## config.mk

```make
export PLATFORM = sky130hd
export DESIGN_NAME = prog_loader_flat
export DESIGN_NICKNAME = d
export VERILOG_FILES = /design/src/rtl/prog_loader_pkg.sv /design/src/rtl/prog_loader_if.sv /design/src/rtl/prog_word_asm.sv /design/src/rtl/prog_loader.sv /design/src/flat_wrapper.sv
export SDC_FILE = /design/constraint.sdc
export NUM_CORES = 1
export LEC_CHECK = 0
export CORE_MARGIN = 2
export CORE_UTILIZATION = 38
export CTS_BUF_LIST = sky130_fd_sc_hd__clkbuf_16
export DETAILED_ROUTE_END_ITERATION = 10
export SYNTH_ARGS = -nofsm -noshare
export SYNTH_HDL_FRONTEND = slang
export SYNTH_HIERARCHICAL = 1
export SYNTH_SLANG_ARGS = --single-unit
```

## constraint.sdc

```tcl
create_clock -name clk -period 3.6 [get_ports clk]
set_clock_uncertainty 0.2 [all_clocks]
set_input_delay 0.9 -clock clk [delete_from_list [all_inputs] [get_ports clk]]
set_output_delay 0.9 -clock clk [all_outputs]
set_load 0.1 [all_outputs]
```

## src/rtl/prog_loader_pkg.sv

```systemverilog
// Shared types and constants for the program loader: FSM state encoding,
// byte width and the bytes-per-word helper.
package prog_loader_pkg;

  localparam int unsigned BYTE_W = 8;

  typedef enum logic [2:0] {
    IDLE,
    LEN,
    DATA,
    CSUM,
    DONE,
    ERR
  } state_t;

  // ceil((isize + 1) / BYTE_W)
  function automatic int unsigned bpw(input int unsigned isize);
    return (isize + BYTE_W) / BYTE_W;
  endfunction

endpackage

```

## src/rtl/prog_loader_if.sv

```systemverilog
// Byte-stream input and program-RAM write port of the loader.
interface prog_loader_if
  import prog_loader_pkg::*;
#(
  parameter int unsigned Psize = 6,
  parameter int unsigned Isize = 24
);

  logic [BYTE_W-1:0] rx_data;
  logic              rx_valid;
  logic              rx_ready;
  logic              wr_en;
  logic [Psize-1:0]  wr_addr;
  logic [Isize:0]    wr_data;

  modport master (
    output rx_data, rx_valid,
    input  rx_ready, wr_en, wr_addr, wr_data
  );

  modport slave (
    input  rx_data, rx_valid,
    output rx_ready, wr_en, wr_addr, wr_data
  );

endinterface

```

## src/rtl/prog_word_asm.sv

```systemverilog
// Big-endian word assembler: shifts accepted bytes in and pulses word_rdy the
// cycle after the last byte of a word has been taken.
module prog_word_asm
  import prog_loader_pkg::*;
#(
  parameter int unsigned Isize = 24
) (
  input  logic              clk,
  input  logic              reset,
  input  logic              take,
  input  logic [BYTE_W-1:0] byte_in,
  output logic              last_byte,
  output logic              word_rdy,
  output logic [Isize:0]    word
);

  localparam int unsigned BPW = bpw(Isize);
  localparam int unsigned CW  = (BPW > 1) ? $clog2(BPW) : 1;

  logic [Isize:0] sh;
  logic [CW-1:0]  cnt;

  assign last_byte = (cnt == CW'(BPW - 1));
  assign word      = sh;

  // The register is only Isize+1 wide, so bits above Isize fall off the top.
  always_ff @(posedge clk) begin
    if (reset) begin
      sh       <= '0;
      cnt      <= '0;
      word_rdy <= 1'b0;
    end else begin
      word_rdy <= take && last_byte;
      if (take) begin
        sh  <= {sh[Isize-BYTE_W:0], byte_in};
        cnt <= last_byte ? '0 : cnt + CW'(1);
      end
    end
  end

endmodule

```

## src/rtl/prog_loader.sv

```systemverilog
// Loads a length-prefixed, XOR-checksummed byte stream into program RAM and
// releases the core from hold once a load completes with a good checksum.
module prog_loader
  import prog_loader_pkg::*;
#(
  parameter int unsigned Psize = 6,
  parameter int unsigned Isize = 24
) (
  input  logic          clk,
  input  logic          reset,
  input  logic          start,
  prog_loader_if.slave  bus,
  output logic          cpu_hold,
  output logic          busy,
  output logic          done,
  output logic          error
);

  state_t            state, state_nx;
  logic [Psize-1:0]  nlast;
  logic [Psize-1:0]  widx;
  logic [BYTE_W-1:0] csum;
  logic              take;
  logic              start_acc;
  logic              last_byte;
  logic              word_rdy;
  logic [Isize:0]    word;

  assign take      = bus.rx_valid && bus.rx_ready;
  assign start_acc = start && (state inside {IDLE, DONE, ERR});

  prog_word_asm #(.Isize(Isize)) u_asm (
    .clk       (clk),
    .reset     (reset),
    .take      (take && (state == DATA)),
    .byte_in   (bus.rx_data),
    .last_byte (last_byte),
    .word_rdy  (word_rdy),
    .word      (word)
  );

  always_ff @(posedge clk) begin
    if (reset) state <= IDLE;
    else       state <= state_nx;
  end

  // widx advances after each write but parks at N-1 so the last address holds.
  always_ff @(posedge clk) begin
    if (reset) begin
      nlast <= '0;
      widx  <= '0;
      csum  <= '0;
    end else if (start_acc) begin
      widx <= '0;
      csum <= '0;
    end else begin
      if (take && (state inside {LEN, DATA})) csum <= csum ^ bus.rx_data;
      if (take && (state == LEN))             nlast <= bus.rx_data[Psize-1:0];
      if (word_rdy && (widx != nlast))        widx <= widx + Psize'(1);
    end
  end

  always_comb begin
    state_nx     = state;
    busy         = 1'b0;
    done         = 1'b0;
    error        = 1'b0;
    cpu_hold     = 1'b1;
    bus.rx_ready = 1'b0;
    bus.wr_en    = word_rdy;
    bus.wr_addr  = widx;
    bus.wr_data  = word;
    case (state)
      IDLE: if (start) state_nx = LEN;
      LEN: begin
        busy         = 1'b1;
        bus.rx_ready = 1'b1;
        if (take) state_nx = DATA;
      end
      DATA: begin
        busy         = 1'b1;
        bus.rx_ready = 1'b1;
        if (take && last_byte && (widx == nlast)) state_nx = CSUM;
      end
      CSUM: begin
        busy         = 1'b1;
        bus.rx_ready = 1'b1;
        if (take) state_nx = (csum == bus.rx_data) ? DONE : ERR;
      end
      DONE: begin
        done     = 1'b1;
        cpu_hold = 1'b0;
        if (start) state_nx = LEN;
      end
      ERR: begin
        error = 1'b1;
        if (start) state_nx = LEN;
      end
      default: state_nx = IDLE;
    endcase
  end

endmodule

```

## src/flat_wrapper.sv

```systemverilog
// flat-port wrapper written by rule: the top's interface ports become plain ports
module prog_loader_flat import prog_loader_pkg::*;
#(
  parameter int unsigned Psize = 6,
  parameter int unsigned Isize = 24
)
  (clk, reset, start, cpu_hold, busy, done, error, bus_rx_data, bus_rx_valid, bus_rx_ready, bus_wr_en, bus_wr_addr, bus_wr_data);
  prog_loader_if #(.Psize(Psize), .Isize(Isize)) bus_i ();
  input  logic clk;
  input  logic reset;
  input  logic start;
  output logic cpu_hold;
  output logic busy;
  output logic done;
  output logic error;
  input wire logic [$bits(bus_i.rx_data)-1:0] bus_rx_data;
  input wire logic [$bits(bus_i.rx_valid)-1:0] bus_rx_valid;
  output wire logic [$bits(bus_i.rx_ready)-1:0] bus_rx_ready;
  output wire logic [$bits(bus_i.wr_en)-1:0] bus_wr_en;
  output wire logic [$bits(bus_i.wr_addr)-1:0] bus_wr_addr;
  output wire logic [$bits(bus_i.wr_data)-1:0] bus_wr_data;
  assign bus_i.rx_data = bus_rx_data;
  assign bus_i.rx_valid = bus_rx_valid;
  assign bus_rx_ready = bus_i.rx_ready;
  assign bus_wr_en = bus_i.wr_en;
  assign bus_wr_addr = bus_i.wr_addr;
  assign bus_wr_data = bus_i.wr_data;
  prog_loader #(.Psize(Psize), .Isize(Isize)) u_core (.clk(clk), .reset(reset), .start(start), .bus(bus_i), .cpu_hold(cpu_hold), .busy(busy), .done(done), .error(error));
endmodule
```

==> results.py <==
metrics = {
    "power_and_ir_drop": {
        "switching_share": 0.295,
        "leakage_nw": 1.12,
        "intPower_w": 0.000917,
        "p_per_area_nw_per_um2": 466,
        "ir_worst_vdd_mv": 0.254,
        "pwr-share-comb": 0.179,
        "pwr-share-clk": 0.357,
        "power_frac_seq": 0.464,
        "switchingPower_w": 0.000383,
    },
    "floorplan": {
        "coreArea_um2": 5820,
        "die_w_um": 80.9,
        "die_h_um": 80.9,
        "die_area_um2": 6550,
        "pin_count": 49,
        "row_count": 28,
        "start_util": 0.387,
    },
    "cts": {
        "insertion_delay_ps": 290,
        "cts.clk_slew.worst_paths_ps": 70,
        "cts_setup_buffers": 0,
        "cts_hold_buf": 0,
        "cts_resized": 0,
        "clock_tree.buffer_depth": 2,
        "root_buffer": "clkbuf_16",
        "cts_made_buffers": 5,
        "clkSinkCount": 51,
        "cts_max_level": 2,
        "tritoncts": "yes",
    },
    "layout": {
        "instances_no_fill": 353,
        "drive_above_1_share": 0.191,
        "nets": 292,
        "syn2layout_area_growth_pct": 24.3,
        "diodes": 0,
        "nFillCells": 586,
    },
    "logic_synthesis": {
        "synth_compound_area_frac": 0.0568,
        "synth.distinct_cells": 37,
        "synthCells": 233,
        "synth_top_family_by_area": "simple AND/OR/NAND/NOR gates",
        "synth_mux_area_frac": 0.151,
        "synth-seq-cells": 51,
        "ys.flop_type": "dfxtp_1",
        "syn-cell-area_um2": 2250,
        "avgSynthCellArea_um2": 9.65,
        "synth_xor_area_frac": 0.0974,
        "syn_nets": 248,
        "yosysSeqAreaShare": 0.454,
        "synth-simple-area-share": 0.174,
        "synth_edf_count": 0,
        "synth_fa_ha_area_frac": 0.0167,
        "async_flop_share": 0,
        "yosysWarnings": 6,
    },
    "worst_setup_path": {
        "crit_fanout": 26,
        "crit_path_end": "u_core/u_asm/word[6]$_SDFFE_PP0P_",
        "path_class": "primary input to flop",
        "worstSetupStartpoint": "bus_rx_valid",
        "arrival_ps": 2510,
        "r2r_end": "u_core/u_asm/word[6]$_SDFFE_PP0P_",
        "reg2reg_depth": 5,
        "crit_required_ps": 3560,
        "reg2reg_from": "u_core/state[1]$_SDFFE_PP0P_",
        "start_kind": "primary input",
        "rrSetupSlack_ps": 1700,
        "end_kind": "flop",
    },
    "timing": {
        "finalCriticalPeriod_ps": 2540,
        "fin_tns_setup_ps": 0,
        "hold_viol_final": 0,
        "hold_ws_ps": 303,
        "rsz0062_at_grt": "no",
        "drv_slew": 0,
        "period_share": 0.706,
        "worstMarginPinSlew_ps": 537,
        "clock.fmax_mhz": 393,
        "setup_violations": 0,
        "relSlewSlack": 0.640,
    },
    "routing": {
        "drt_wl_total_um": 4470,
        "drc": 0,
        "via_count": 1720,
        "final_antenna_net_count": 0,
        "routedWlPerCell_um": 12.7,
        "dr.pass1.iters": 4,
        "drt_iter0_markers": 88,
        "avgViaCountPerCell": 4.87,
    },
    "global_route": {
        "grt-ovfl-total": 0,
        "grt.total_usage": 0.145,
        "grt_pass1_vias": 1603,
        "grt_pass1_wl_um": 7550,
        "antenna_found_initial": 0,
        "grt_max_degree": 38,
    },
    "place": {
        "dp_hpwl_um": 3130,
        "place_congestion": 0.789,
        "dp_cells": 345,
        "port-buffer-count": 48,
    },
    "run_status": {
        "outcome": "completed",
    },
    "run": {
        "cap_viol_max_count": 0,
    },
    "min_path": {
        "hold_path_class": "flop to flop",
    },
}
## cells in the mapped netlist (3+ instances only)
master     n  share of area
ha_1       3          0.017
dfxtp_1   51           0.45
xnor2_1    7          0.027
inv_1      3         0.0050
a21oi_1    4         0.0089
nand2_1   17          0.028
buf_2      7          0.016
mux2i_1   34           0.15
xor2_1    18          0.070
nand2b_1   3         0.0083
nor3_1     3         0.0067
nor2_1    50          0.083
## stage by stage
stage / cell area, µm² / worst slack, ps / power [W] / utilization
6_report: 2790 / 1060 / 0.00130 / 0.480
5_1_grt: 2790 / 894 / 0.00137 / 0.480
4_1_cts: 2790 / 1050 / 0.00132 / 0.480
3_5_place_dp: 2650 / 752 / 0.000851 / 0.455
3_3_place_gp: 2650 / 779 / 0.000849 / 0.455
2_1_floorplan: 2250 / 171 / 0.000807 / -
## placed cells by master (no fill, tap or decap), types with 2 or more instances in the layout
master            n
nand3_1           2
nor2_1           50
dfxtp_1          51
and3_1            2
o21ai_0           2
inv_1             4
clkdlybuf4s50_1  11
nor3_1            2
ha_1              3
o211ai_1          2
or4_1             2
nand2b_1          3
a21oi_1           4
buf_4            39
nand2_1          17
a31oi_1           2
xor2_1           18
clkbuf_16         5
mux2i_1          34
xnor2_1           7
## state kept, by name, indices dropped and copies added (netlist names)
name	flops
u_core/bus.wr_addr	6
u_core/csum	8
u_core/nlast	6
u_core/u_asm/word_rdy	1
u_core/u_asm/cnt	2
u_core/state	3
u_core/u_asm/word	25
## worst min path at each step
stage                                    endpoint  depth (start not counted)                          startpoint
5_1_grt        u_core/u_asm/word[18]$_SDFFE_PP0P_                          2  u_core/u_asm/word[18]$_SDFFE_PP0P_
3_3_place_gp   u_core/u_asm/word[22]$_SDFFE_PP0P_                          2  u_core/u_asm/word[22]$_SDFFE_PP0P_
4_1_cts        u_core/u_asm/word[23]$_SDFFE_PP0P_                          2  u_core/u_asm/word[23]$_SDFFE_PP0P_
2_1_floorplan    u_core/u_asm/cnt[0]$_SDFFE_PP0P_                          2    u_core/u_asm/cnt[0]$_SDFFE_PP0P_
3_5_place_dp   u_core/u_asm/word[23]$_SDFFE_PP0P_                          2  u_core/u_asm/word[23]$_SDFFE_PP0P_
6_report       u_core/u_asm/word[23]$_SDFFE_PP0P_                          2  u_core/u_asm/word[23]$_SDFFE_PP0P_
## layout make-up
class                   count  area [µm²]  area share
clock buffers               5         125      0.0448
clock inverters             3        20.0     0.00717
inverters                   3        11.3     0.00403
well taps                  75        93.8      0.0336
multi-input cells         166        1120       0.401
flip-flops and latches     51        1020       0.365
repair buffers             50         403       0.144
## worst max-delay path, cell delays in order
cell and delay (ps):
clkdlybuf4s50_1 570, nand2_1 90, nor3_2 200, buf_4 430, mux2i_1 240, nor2_1 60
## cells by family (layout without fill, tap and decap cells)
| logic type | count (synthesis) | after routing |
|---|---|---|
| simple gates | 87 | 87 |
| mux | 34 | 34 |
| xor+xnor | 25 | 25 |
| fa+ha+maj | 3 | 3 |
| buf+inv | 16 | 61 |
| compound gates | 17 | 17 |
| flops | 51 | 51 |
## power groups by stage
stage	sequential, W	combinational (W)	clock, W
floorplan	0.000626	0.000180	0
global placement	0.000617	0.000232	0
detailed placement	0.000617	0.000234	0
CTS	0.000604	0.000235	0.000481
global route	0.000607	0.000252	0.000508
finish	0.000604	0.000232	0.000465
## layer usage
layer	global-route usage	vias up	share of wire
met5	0	-	0
met4	0.0305	0	0.0036
met3	0.0356	2	0.065
met2	0.225	58	0.43
met1	0.205	797	0.50
li1	-	863	-
Note: power is estimated with default switching activity, not from simulation.
